**src/rtl/bbpll_seq_pkg.sv**
```systemverilog
// Shared types for the bang-bang PLL bring-up sequencer: state encoding,
// default widths and the registered-output bundle with its state decoder.
package bbpll_seq_pkg;

  localparam int TIMER_BITS_DEFAULT = 16;
  localparam int HOLD_BITS_DEFAULT  = 10;
  localparam int RETRY_BITS_DEFAULT = 3;

  typedef enum logic [2:0] {
    IDLE   = 3'd0,
    WAKE   = 3'd1,
    FREQ   = 3'd2,
    PHASE  = 3'd3,
    RETRY  = 3'd4,
    LOCKED = 3'd5,
    FAIL   = 3'd6
  } seq_state_t;

  typedef struct packed {
    logic       pll_reset;
    logic       sleep_b;
    logic       freq_acq;
    logic       phase_acq;
    logic       prnd;
    logic       busy;
    logic       locked;
    logic       fail;
    logic [2:0] state;
  } seq_out_t;

  localparam seq_out_t OUT_RESET = '{
    pll_reset: 1'b1, sleep_b: 1'b0, freq_acq: 1'b0, phase_acq: 1'b0,
    prnd: 1'b0, busy: 1'b0, locked: 1'b0, fail: 1'b0, state: 3'd0
  };

  // Pure decode of the PLL control pins for a given state; dither follows its
  // configuration bit live while locked.
  function automatic seq_out_t decode_state(input seq_state_t s, input logic dither);
    seq_out_t o;
    o       = '0;
    o.state = s;
    case (s)
      IDLE: begin
        o.pll_reset = 1'b1;
      end
      WAKE: begin
        o.pll_reset = 1'b1;
        o.sleep_b   = 1'b1;
        o.busy      = 1'b1;
      end
      FREQ: begin
        o.sleep_b   = 1'b1;
        o.freq_acq  = 1'b1;
        o.busy      = 1'b1;
      end
      PHASE: begin
        o.sleep_b   = 1'b1;
        o.freq_acq  = 1'b1;
        o.phase_acq = 1'b1;
        o.busy      = 1'b1;
      end
      RETRY: begin
        o.pll_reset = 1'b1;
        o.sleep_b   = 1'b1;
        o.busy      = 1'b1;
      end
      LOCKED: begin
        o.sleep_b   = 1'b1;
        o.freq_acq  = 1'b1;
        o.phase_acq = 1'b1;
        o.prnd      = dither;
        o.locked    = 1'b1;
      end
      FAIL: begin
        o.pll_reset = 1'b1;
        o.fail      = 1'b1;
      end
      default: begin
        o.pll_reset = 1'b1;
      end
    endcase
    return o;
  endfunction

endpackage

```
**src/rtl/bbpll_seq_timer.sv**
```systemverilog
// Loadable down-counter for the sequencer's timed states. A load of N gives N
// cycles before expiry; N=0 is treated as 1.
module bbpll_seq_timer #(
  parameter int WIDTH = 16
) (
  input  logic             clk,
  input  logic             rst,
  input  logic             clear,
  input  logic             load,
  input  logic [WIDTH-1:0] load_value,
  output logic             expired
);

  logic [WIDTH-1:0] count_reg;
  logic [WIDTH-1:0] count_next;

  // Load N-1 so the state sees expired on its Nth cycle.
  always_comb begin
    count_next = count_reg;
    if (clear) begin
      count_next = '0;
    end else if (load) begin
      count_next = (load_value == '0) ? '0 : load_value - WIDTH'(1);
    end else if (count_reg != '0) begin
      count_next = count_reg - WIDTH'(1);
    end
  end

  always_ff @(posedge clk or posedge rst) begin
    if (rst) begin
      count_reg <= '0;
    end else begin
      count_reg <= count_next;
    end
  end

  assign expired = (count_reg == '0);

endmodule

```
**src/rtl/bbpll_bringup_seq.sv**
```systemverilog
// Power-up and lock-acquisition sequencer for the bang-bang PLL.
// Optional automatic relock from LOCKED is enabled by BBPLL_SEQ_AUTO_RELOCK_EN.
module bbpll_bringup_seq
  import bbpll_seq_pkg::*;
#(
  parameter int TIMER_BITS = TIMER_BITS_DEFAULT,
  parameter int HOLD_BITS  = HOLD_BITS_DEFAULT,
  parameter int RETRY_BITS = RETRY_BITS_DEFAULT
) (
  input  logic                  referenceClock,
  input  logic                  reset,
  input  logic                  start,
  input  logic                  abort,
  input  logic [TIMER_BITS-1:0] wakeCycles,
  input  logic [TIMER_BITS-1:0] freqCycles,
  input  logic [TIMER_BITS-1:0] acqTimeout,
  input  logic [HOLD_BITS-1:0]  lockHoldCycles,
  input  logic [RETRY_BITS-1:0] maxRetries,
  input  logic                  ditherCfg,
  input  logic                  pllLocked,
  output logic                  pllReset,
  output logic                  pllSleepB,
  output logic                  freqAcqEnable,
  output logic                  phaseAcqEnable,
  output logic                  prndGenEnable,
  output logic                  prndDitEnable,
  output logic                  busy,
  output logic                  seqLocked,
  output logic                  seqFail,
  output logic                  lockLost,
  output logic [RETRY_BITS-1:0] retryCount,
  output logic [2:0]            seqState
);

  seq_state_t            state_reg, state_next;
  logic [HOLD_BITS-1:0]  hold_reg, hold_next;
  logic [RETRY_BITS-1:0] retry_reg, retry_next;
  logic                  lock_lost_reg, lock_lost_next;
  seq_out_t              out_reg, out_next;

  logic                  timer_clear;
  logic                  timer_load;
  logic [TIMER_BITS-1:0] timer_value;
  logic                  timer_expired;

  logic [HOLD_BITS-1:0]  hold_target;
  logic [HOLD_BITS-1:0]  hold_inc;

`ifdef BBPLL_SEQ_AUTO_RELOCK_EN
  logic [HOLD_BITS-1:0]  los_reg, los_next;
  logic [HOLD_BITS-1:0]  los_inc;
  assign los_inc = (los_reg == '1) ? los_reg : los_reg + HOLD_BITS'(1);
`endif

  assign hold_target = (lockHoldCycles == '0) ? HOLD_BITS'(1) : lockHoldCycles;
  assign hold_inc    = (hold_reg == '1) ? hold_reg : hold_reg + HOLD_BITS'(1);

  bbpll_seq_timer #(
    .WIDTH(TIMER_BITS)
  ) u_timer (
    .clk        (referenceClock),
    .rst        (reset),
    .clear      (timer_clear),
    .load       (timer_load),
    .load_value (timer_value),
    .expired    (timer_expired)
  );

  always_ff @(posedge referenceClock or posedge reset) begin
    if (reset) begin
      state_reg     <= IDLE;
      hold_reg      <= '0;
      retry_reg     <= '0;
      lock_lost_reg <= 1'b0;
`ifdef BBPLL_SEQ_AUTO_RELOCK_EN
      los_reg       <= '0;
`endif
    end else begin
      state_reg     <= state_next;
      hold_reg      <= hold_next;
      retry_reg     <= retry_next;
      lock_lost_reg <= lock_lost_next;
`ifdef BBPLL_SEQ_AUTO_RELOCK_EN
      los_reg       <= los_next;
`endif
    end
  end

  always_comb begin
    state_next     = state_reg;
    hold_next      = hold_reg;
    retry_next     = retry_reg;
    lock_lost_next = lock_lost_reg;
    timer_clear    = 1'b0;
    timer_load     = 1'b0;
    timer_value    = wakeCycles;
`ifdef BBPLL_SEQ_AUTO_RELOCK_EN
    los_next       = '0;
`endif
    if (abort) begin
      state_next     = IDLE;
      hold_next      = '0;
      retry_next     = '0;
      lock_lost_next = 1'b0;
      timer_clear    = 1'b1;
    end else begin
      case (state_reg)
        IDLE, FAIL: begin
          if (start) begin
            state_next     = WAKE;
            timer_load     = 1'b1;
            timer_value    = wakeCycles;
            retry_next     = '0;
            lock_lost_next = 1'b0;
          end
        end
        WAKE: begin
          if (timer_expired) begin
            state_next  = FREQ;
            timer_load  = 1'b1;
            timer_value = freqCycles;
          end
        end
        FREQ: begin
          if (timer_expired) begin
            state_next  = PHASE;
            timer_load  = 1'b1;
            timer_value = acqTimeout;
            hold_next   = '0;
          end
        end
        PHASE: begin
          hold_next = pllLocked ? hold_inc : '0;
          // Qualification is checked first so a lock on the last budget cycle still counts.
          if (pllLocked && (hold_inc >= hold_target)) begin
            state_next = LOCKED;
          end else if (timer_expired) begin
            state_next = RETRY;
          end
        end
        RETRY: begin
          if (retry_reg >= maxRetries) begin
            state_next = FAIL;
          end else begin
            state_next  = WAKE;
            retry_next  = retry_reg + RETRY_BITS'(1);
            timer_load  = 1'b1;
            timer_value = wakeCycles;
          end
        end
        LOCKED: begin
          if (!pllLocked) begin
            lock_lost_next = 1'b1;
          end
`ifdef BBPLL_SEQ_AUTO_RELOCK_EN
          los_next = pllLocked ? '0 : los_inc;
          if (!pllLocked && (los_inc >= hold_target)) begin
            state_next  = PHASE;
            timer_load  = 1'b1;
            timer_value = acqTimeout;
            hold_next   = '0;
            los_next    = '0;
          end
`endif
        end
        default: begin
          state_next = IDLE;
        end
      endcase
    end
  end

  always_comb begin
    out_next = decode_state(state_reg, ditherCfg);
  end

  // Control pins are a registered decode of the current state, one cycle behind it.
  always_ff @(posedge referenceClock or posedge reset) begin
    if (reset) begin
      out_reg <= OUT_RESET;
    end else begin
      out_reg <= out_next;
    end
  end

  assign pllReset       = out_reg.pll_reset;
  assign pllSleepB      = out_reg.sleep_b;
  assign freqAcqEnable  = out_reg.freq_acq;
  assign phaseAcqEnable = out_reg.phase_acq;
  assign prndGenEnable  = out_reg.prnd;
  assign prndDitEnable  = out_reg.prnd;
  assign busy           = out_reg.busy;
  assign seqLocked      = out_reg.locked;
  assign seqFail        = out_reg.fail;
  assign seqState       = out_reg.state;
  assign lockLost       = lock_lost_reg;
  assign retryCount     = retry_reg;

endmodule

```
**config.mk**
```make
export PLATFORM = sky130hd
export DESIGN_NAME = bbpll_bringup_seq
export DESIGN_NICKNAME = d
export VERILOG_FILES = /design/src/rtl/bbpll_seq_pkg.sv /design/src/rtl/bbpll_seq_timer.sv /design/src/rtl/bbpll_bringup_seq.sv
export SDC_FILE = /design/constraint.sdc
export NUM_CORES = 1
export LEC_CHECK = 0
export CORE_MARGIN = 5
export CORE_UTILIZATION = 40
export CTS_BUF_LIST = sky130_fd_sc_hd__clkbuf_16
export CTS_CLUSTER_SIZE = 25
export DETAILED_ROUTE_END_ITERATION = 10
export GPL_ROUTABILITY_DRIVEN = 0
export PLACE_DENSITY_LB_ADDON = 0.12
export SLEW_MARGIN = 20
export SYNTH_ARGS = -nofsm -noshare
export SYNTH_HDL_FRONTEND = slang
export SYNTH_SLANG_ARGS = --single-unit
```
**constraint.sdc**
```tcl
create_clock -name referenceClock -period 5.9 [get_ports referenceClock]
set_clock_uncertainty 0.1 [all_clocks]
set_input_delay 0.59 -clock referenceClock [delete_from_list [all_inputs] [get_ports referenceClock]]
set_output_delay 0.59 -clock referenceClock [all_outputs]
set_load 0.005 [all_outputs]
```
# Word level (Yosys, flattened, before mapping)
# Cells that the tools add are included.
# op_classes
add_sub_neg,4
order_cmp,2
n_eq_ne,14
n_mux,44
n_reduce_logical,20
# op_table
op,n
$mux 16,7
$mux 10,5
$logic_not 16->1,2
$pmux 16 s2,1
$sub 16x1->16 const B,2
$mux 3,10
$pmux 10 s2,1
$pmux 3 s6,1
$mux 1,16
$reduce_bool 16->1,1
$ne 3x3->1 const B,5
$reduce_bool 3->1,4
$add 10x1->10 const B,1
$eq 10x10->1 const B,1
$ge 10x10->1,1
$logic_not 10->1,1
$eq 3x3->1 const B,3
$eq 3x2->1 const B,2
$pmux 3 s2,1
$reduce_and 3->1,2
$reduce_or 2->1,3
$reduce_and 5->1,1
$reduce_or 5->1,1
$ne 4x4->1 const B,1
11 further kinds,11
# word_totals
reg_bits,44
inputBits,67
output_inout_bits,16
wordCells,98

# Longest topological paths before layout
# Gate-level depths: netlist of the first run.
# logic_depth
depth_word,8
ltp_mapped,17
ltp_nobuf,15

# Hierarchy
# Synthesis of the first run repeated with hierarchy kept, for this count alone.
# hier_totals
hier_cells,411
hier_area_um2,3457.1
# modules_own_cells
module,instances,cells_each,area_each_um2,seq_area_each_um2
bbpll_bringup_seq,1,272,2228.4,701.9
bbpll_seq_timer,1,139,1228.7,400.4

# Worst setup path after synthesis of the first run
# Ideal clock, no wire load.
# synth_timing
kind,flip-flop to flip-flop
from,reg u_timer.count_reg[8]
to,reg u_timer.count_reg[8]
setup_time_ns,0.134
arrival_ns,3.983
t_required_ns,5.666
setup_slack_ns,1.682
path_stages_with_launch,16
n_path_buf,3
period_less_slack_ns,4.218
path_cell_list,dfrtp_1 or4_4 or3_1 or4_4 buf_6 clkbuf_1 clkbuf_1 and2_0 a21oi_1 ha_1 inv_1 o41a_1 nor2_1 a31oi_1 o32ai_1 o22ai_1
# synth_between
elab_chain_len,8
word_cells_on_any_way,17
classes_between,add/sub: 2; mux: 11; reduce/logical: 4
# synth_lines
element,line,text
start: declaration,bbpll_seq_timer.sv:14,logic [WIDTH-1:0] count_reg;
start signal: assignment,bbpll_seq_timer.sv:33,count_reg <= count_next;
$logic_not 16->1,bbpll_seq_timer.sv:37,assign expired = (count_reg == '0);
"$mux 16, on equally long branches","bbpll_bringup_seq.sv:125, bbpll_bringup_seq.sv:118",
$pmux 16 s2,bbpll_bringup_seq.sv:107,case (state_reg)
$mux 16,bbpll_bringup_seq.sv:100,if (abort) begin
$sub 16x1->16 / $logic_not 16->1 (equally long branches),bbpll_seq_timer.sv:23,count_next = (load_value == '0) ? '0 : load_value - WIDTH'(1);
$mux 16,bbpll_seq_timer.sv:23,
$mux 16,bbpll_seq_timer.sv:22,end else if (load) begin
$mux 16,bbpll_seq_timer.sv:20,if (clear) begin
# Several ways; a longest one is shown, not always the timed one. The select of a mux whose other input is x is not followed.
# A chain may end at the register's enable or synchronous reset.

# Worst setup path after layout of the first run
# Same ends and word-level chain as after synthesis.

==> impl_metrics.ini, run 1 <==
[synth]
synth_seq_cells = 44
yosys_warnings = 0
synth_top_area_cell = dfrtp_1
ys.flop_type = dfrtp_1
syn_nets = 533
synth_edf_count = 0
avgSynthCellArea_sq_um = 8.288
synth_cells = 447
synthArstFlopShare_pct = 100.0
yosysSeqAreaShare_pct = 29.75
netlist_top_cells_area = dfrtp_1, ha_1, nor2_1
synth_top_cell_area_share_pct = 29.04
netlist_area_sq_um = 3705
ys_types = 69

[global_routing]
grt_pass1_wl_um = 18140
gr-usage-all-layers_pct = 19.87
antenna_found_initial = 0
grt_pass1_vias = 3552
grt_start_max_net_pins = 45
gr-total-overflow = 0

[cells_and_area]
n_antenna_cell = 0
largest_register_ff_count = 16
nets = 606
final_common_cell = clkdlybuf4s50_1
area_growth_pct = 29.15
layout.cells.non_filler = 632
final_util_pct = 52.28
drive_above_1_share_pct = 5.566
layout_common_cells = clkdlybuf4s50_1, nor2_1, dfrtp_1, nand2_1, a21oi_1

[sta]
tightestPinTransition_ps = 838.1
hold_viol_final = 0
rsz0062_at_grt = no
setup_tns_ps = 0
worst_slack_ps = 1662
slew_headroom_pct = 43.70
finalCritPeriodShare_pct = 71.82
drv_slew = 0
min_period_ps = 4238
fmaxAchievable_mhz = 236.0
setup_viol = 0

[die]
die_area_sq_um = 11290
num_io_pins = 83
start_util_pct = 40.48
dieHeight_um = 106.2
fp.dieW_um = 106.2
row_count = 35
core_area_sq_um = 9153

[setup_path]
path_cells = or4_4 -> or3_1 -> or4_4 -> and2_0 -> a21oi_1 -> ha_1 -> inv_1 -> o41a_1 -> nor2_1 -> a31oi_1 -> o32ai_1 -> o22ai_1
r2r-start = u_timer.count_reg[8]$_DFFE_PP0P_
start_kind = flip-flop
cp.required_ps = 5940
worst-r2r-setup-slack_ps = 1660
crit_top_cell = or4_4
critPathCapture = u_timer.count_reg[8]$_DFFE_PP0P_
arrival_ps = 4280
crit_fanout = 23
crit_start = u_timer.count_reg[8]$_DFFE_PP0P_
crit_type = flip-flop to flip-flop
rr_endpoint = u_timer.count_reg[8]$_DFFE_PP0P_
max_stage_delay_ps = 650
reg2reg_depth = 12
end_kind = flip-flop
cpMaxStageDelayCell = or4_4

[cts]
path_clk_slew_ps = 70
root_buffer = clkbuf_16
numCtsBuffers = 5
htree_num_levels = 2
cts-resized-gates = 0
clockBufferDepth = 2
hold_buffers = 0
clock-sinks = 44
post_cts_buffers = 0
cts_tree = yes
clk_latency_ps = 290

[routing]
antenna_left = 0
drt_iter0_drc = 254
drt_pass1_iterations = 5
drc = 0
wl_um = 10980
wl_per_cell_um = 17.38
vias = 3646
via_per_inst = 5.769

[pwr]
p_clk_share_pct = 23.9
p_sw_mw = 0.5506
comb_power_share_pct = 45.6
pwr-share-seq_pct = 30.5
ir_drop_mv = 0.1593
p_sw_share_pct = 39.35
power_density_nw_per_um2 = 292.5
p_leak_nw = 1.994
p_int_mw = 0.8487
power.total_mw = 1.399

[outcome]
outcome = complete, no violations

[worst_hold_path]
hold_class = flip-flop to flip-flop

[place]
portBuffers = 82
placed_cells = 624
dp_hpwl_um = 8482
post-place-ws_ps = 1626

[run]
cap_viol_max_count = 0
through the flow:
stage | hold WS, ps | area, sq um
2_1_floorplan | 285.7 | 3705
3_5_place_dp | 412.6 | 4613
5_1_grt | 480.6 | 4785
6_report | 429.2 | 4785
3_3_place_gp | 403.1 | 4613
4_1_cts | 428.0 | 4785
Yosys cell counts (12+ instances only):
cell type	instances
o21ai_0	14
inv_1	25
nor2_1	53
nor3_1	18
nor4_1	12
nand2_1	26
clkbuf_1	17
dfrtp_1	43
ha_1	19
a21oi_1	26
xnor2_1	19
xor2_1	14
logic make-up (layout without fill, tap and decap cells):
logic type                 count (synthesis)  count (layout)  synth area share, %
buffers and inverters                     47             121                5.133
xor gates and xnor gates                  33              33                7.801
DFF                                       44              44                29.75
muxes                                      9               9                2.499
adders and majority gates                 19              19                6.417
and+or+nand+nor                          177             177                25.50
AOI/OAI and AO/OA                        118             118                22.90
worst max-delay path: cells and delay by family (launching register included):
kind                       cells  cell delay, ps
and+or+nand+nor                5            2070
AOI/OAI and AO/OA              5            1220
DFF                            1             420
adders and majority gates      1             210
buffers and inverters          1              60
power groups by stage:
stage	clock, mW	sequential (mW)	combinational, mW
after detailed placement	0	0.433	0.630
after global routing	0.349	0.436	0.703
after global placement	0	0.429	0.628
final	0.334	0.427	0.639
after CTS	0.338	0.426	0.636
after floorplan	0	0.408	0.460
area by class of cell:
type / instances / area (sq um)
Clock buffer: 5 / 125.1
Clock inverter: 3 / 46.29
Fill cell: 886 / 4368
Inverter: 25 / 93.84
Multi-Input combinational cell: 356 / 2412
Sequential cell: 44 / 1102
Tap cell: 111 / 138.9
Timing Repair Buffer: 88 / 865.8
worst min-delay path by stage:
stage	start	to	slack, ps	cells after the start
after floorplan	state_reg[0]$_DFFE_PP0P_	seqState[0]$_DFF_PP0_	290	0
after global placement	hold_reg[8]$_DFFE_PP0P_	hold_reg[8]$_DFFE_PP0P_	400	1
after detailed placement	hold_reg[8]$_DFFE_PP0P_	hold_reg[8]$_DFFE_PP0P_	410	1
after CTS	hold_reg[8]$_DFFE_PP0P_	hold_reg[8]$_DFFE_PP0P_	430	1
after global routing	hold_reg[8]$_DFFE_PP0P_	hold_reg[8]$_DFFE_PP0P_	480	1
final	hold_reg[8]$_DFFE_PP0P_	hold_reg[8]$_DFFE_PP0P_	430	1
routing by layer:
metal	wire length [um]	GRT usage (%)	vias to the layer above
met1	5141	27.25	1709
met5	0	0	-
li1	-	-	1799
met4	174	5.365	0
met2	4917	31.45	125
met3	750	4.493	13
No activity file was read; power rests on OpenSTA's default activity.
==> run 2, diff against run 1 <==
- clock period: 5.9 -> 3.4 ns (I/O delays scaled with it)
==> run 2 against run 1 <==
Compared with the run above: the run now ends with setup timing left; register-to-register slack worse by 2000 ps; first-iteration DRC count is 13% higher; largest power group unchanged; routed wire length is 9.6% higher; via count is 8.3% higher; total power is 94% higher; flip-flop and latch count stayed put; core utilization is 7.1 points higher; highest routed layer unchanged; cell area is 14% higher.
==> impl_metrics.ini, run 2 (synthesis results as in run 1) <==
[die]
dieHeight_um = 106.2
fp.dieW_um = 106.2
die_area_sq_um = 11290
start_util_pct = 40.48
core_area_sq_um = 9153
num_io_pins = 83
row_count = 35

[sta]
rsz0062_at_grt = yes
finalCritPeriodShare_pct = 111.3
setup_viol = 15
fmaxAchievable_mhz = 264.2
min_period_ps = 3785
worst_hold_slack_ps = 356.0
drv_slew = 0
hold_viol_final = 0
slew_headroom_pct = 52.98
tightestPinTransition_ps = 702.7
worst_slack_ps = -385.1

[place]
portBuffers = 82
post_dp_cell_area_sq_um = 5004
placed_cells = 672
dp_hpwl_um = 9082

[routing]
drt_iter0_drc = 286
wl_um = 12040
drc = 0
via_per_inst = 5.707
antenna_left = 0
wl_per_cell_um = 17.39
vias = 3949
drt_pass1_iterations = 4

[pwr]
p_leak_nw = 2.334
comb_power_share_pct = 56.9
ir_drop_mv = 0.2258
p_int_mw = 1.647
power.total_mw = 2.719
p_sw_share_pct = 39.45
pwr-share-seq_pct = 25.5
p_sw_mw = 1.073
power_density_nw_per_um2 = 500.6
p_clk_share_pct = 17.7

[outcome]
outcome = finished, violations left
failed_checks = setup timing

[setup_path]
path_cells = or4_4 -> or3_4 -> or4_4 -> and2_4 -> a21oi_4 -> ha_2 -> inv_2 -> o41a_1 -> nor4_2 -> mux2i_1 -> o2bb2ai_1
crit_fanout = 5
start_kind = flip-flop
cpMaxStageDelayCell = or4_4
crit_type = flip-flop to flip-flop
crit_top_cell = or4_4
max_stage_delay_ps = 530
cp.required_ps = 3510
end_kind = flip-flop
arrival_ps = 3900

[cells_and_area]
layout.cells.non_filler = 692
multi_input_area_sq_um = 2595
area_growth_pct = 46.64
drive_above_1_share_pct = 20.31
final_util_pct = 59.36
n_antenna_cell = 0
seq_area_sq_um = 1105
final_common_cell = clkdlybuf4s50_1
num-fill-cells = 809
layout_common_cells = clkdlybuf4s50_1, buf_4, nor2_1, dfrtp_1, nand2_1
nets = 666
final_area_sq_um = 5433
largest_register_ff_count = 16

[cts]
cts_tree = yes
clockBufferDepth = 2
numCtsBuffers = 5
clock-sinks = 44
htree_num_levels = 2
root_buffer = clkbuf_16
clk_latency_ps = 290
path_clk_slew_ps = 60

[global_routing]
gr-total-overflow = 0
grt_start_max_net_pins = 35
gr-usage-all-layers_pct = 21.36
antenna_found_initial = 0
grt_pass1_vias = 3927
grt_pass1_wl_um = 19570

[worst_hold_path]
hold_class = input pin to async pin

[run]
cap_viol_max_count = 0
## run 2: cell count changes in the layout (fill, tap and decap cells not counted), moves of 3 or more
cell	previous run	this run
a2bb2oi_1	7	2
a2bb2oi_2	0	5
buf_4	6	60
buf_6	0	4
nor2_1	53	50
nor2_4	0	3
nor3_1	18	15
## run 2: path summary, 6_finish.rpt
path                            cells past startpoint                                end                              from  slack, ps
worst max-delay path                               11  u_timer.count_reg[14]$_DFFE_PP0P_  u_timer.count_reg[8]$_DFFE_PP0P_       -390
worst min-delay path                                2              seqState[2]$_DFF_PP0_                             reset        360
worst max register to register                     11  u_timer.count_reg[14]$_DFFE_PP0P_  u_timer.count_reg[8]$_DFFE_PP0P_       -390
worst min register to register                      1            hold_reg[8]$_DFFE_PP0P_           hold_reg[8]$_DFFE_PP0P_        420
max in group asynchronous                           3   u_timer.count_reg[7]$_DFFE_PP0P_                             reset       2180
min in group referenceClock                         1            hold_reg[8]$_DFFE_PP0P_           hold_reg[8]$_DFFE_PP0P_        420
## run 2: worst max-delay path: cells and delay by family (launching register included)
kind | cells | cell delay (ps)
AOI/OAI and AO/OA | 3 | 790
adders and majority gates | 1 | 200
buffers and inverters | 1 | 40
DFF | 1 | 380
muxes | 1 | 250
and+or+nand+nor | 5 | 1950
## run 2: what timing repair did
| item | CTS | global route |
|---|---|---|
| gates resized for setup | 27 | 11 |
| hold buffers | 0 | 0 |
| pin swaps | 22 | 16 |
| gates cloned | 1 | 0 |
| setup buffers | 10 | 3 |
| endpoints found under the setup margin | 14 | 19 |
## run 2: area by class of cell
type	instances	area share, %
clock buffers	5	2.303
clock inverters	3	0.2994
inverters	25	1.727
multi-input cells	356	47.77
flip-flops and latches	44	20.34
well taps	111	2.556
repair buffers	148	25.01
## run 2: power by group through the flow
stage	Combinational [mW]	Sequential, mW	Clock (mW)
floorplan	0.806	0.708	0
detailed placement	1.40	0.698	0
finish	1.55	0.693	0.480
global placement	1.39	0.693	0
CTS	1.51	0.689	0.488
global route	1.68	0.699	0.502
## run 2: per-layer routing
layer,global-route usage (%),share of wire (%)
met3,3.886,6.6
met2,34.43,46
met1,29.72,46
met5,0,0
met4,4.995,1.2
## run 2: per-stage QoR
stage | setup TNS, ps | setup WS (ps)
floorplan | -4307 | -591.5
global placement | -1088 | -265.2
detailed placement | -1691 | -378.5
CTS | -2037 | -326.0
global route | -3769 | -496.8
finish | -2359 | -385.1
==> run 3, diff against run 2 <==
- SLEW_MARGIN: 20 -> 10
==> results of run 3 <==
Same layout as run 2: the final DEF is identical, and so are final timing and power.
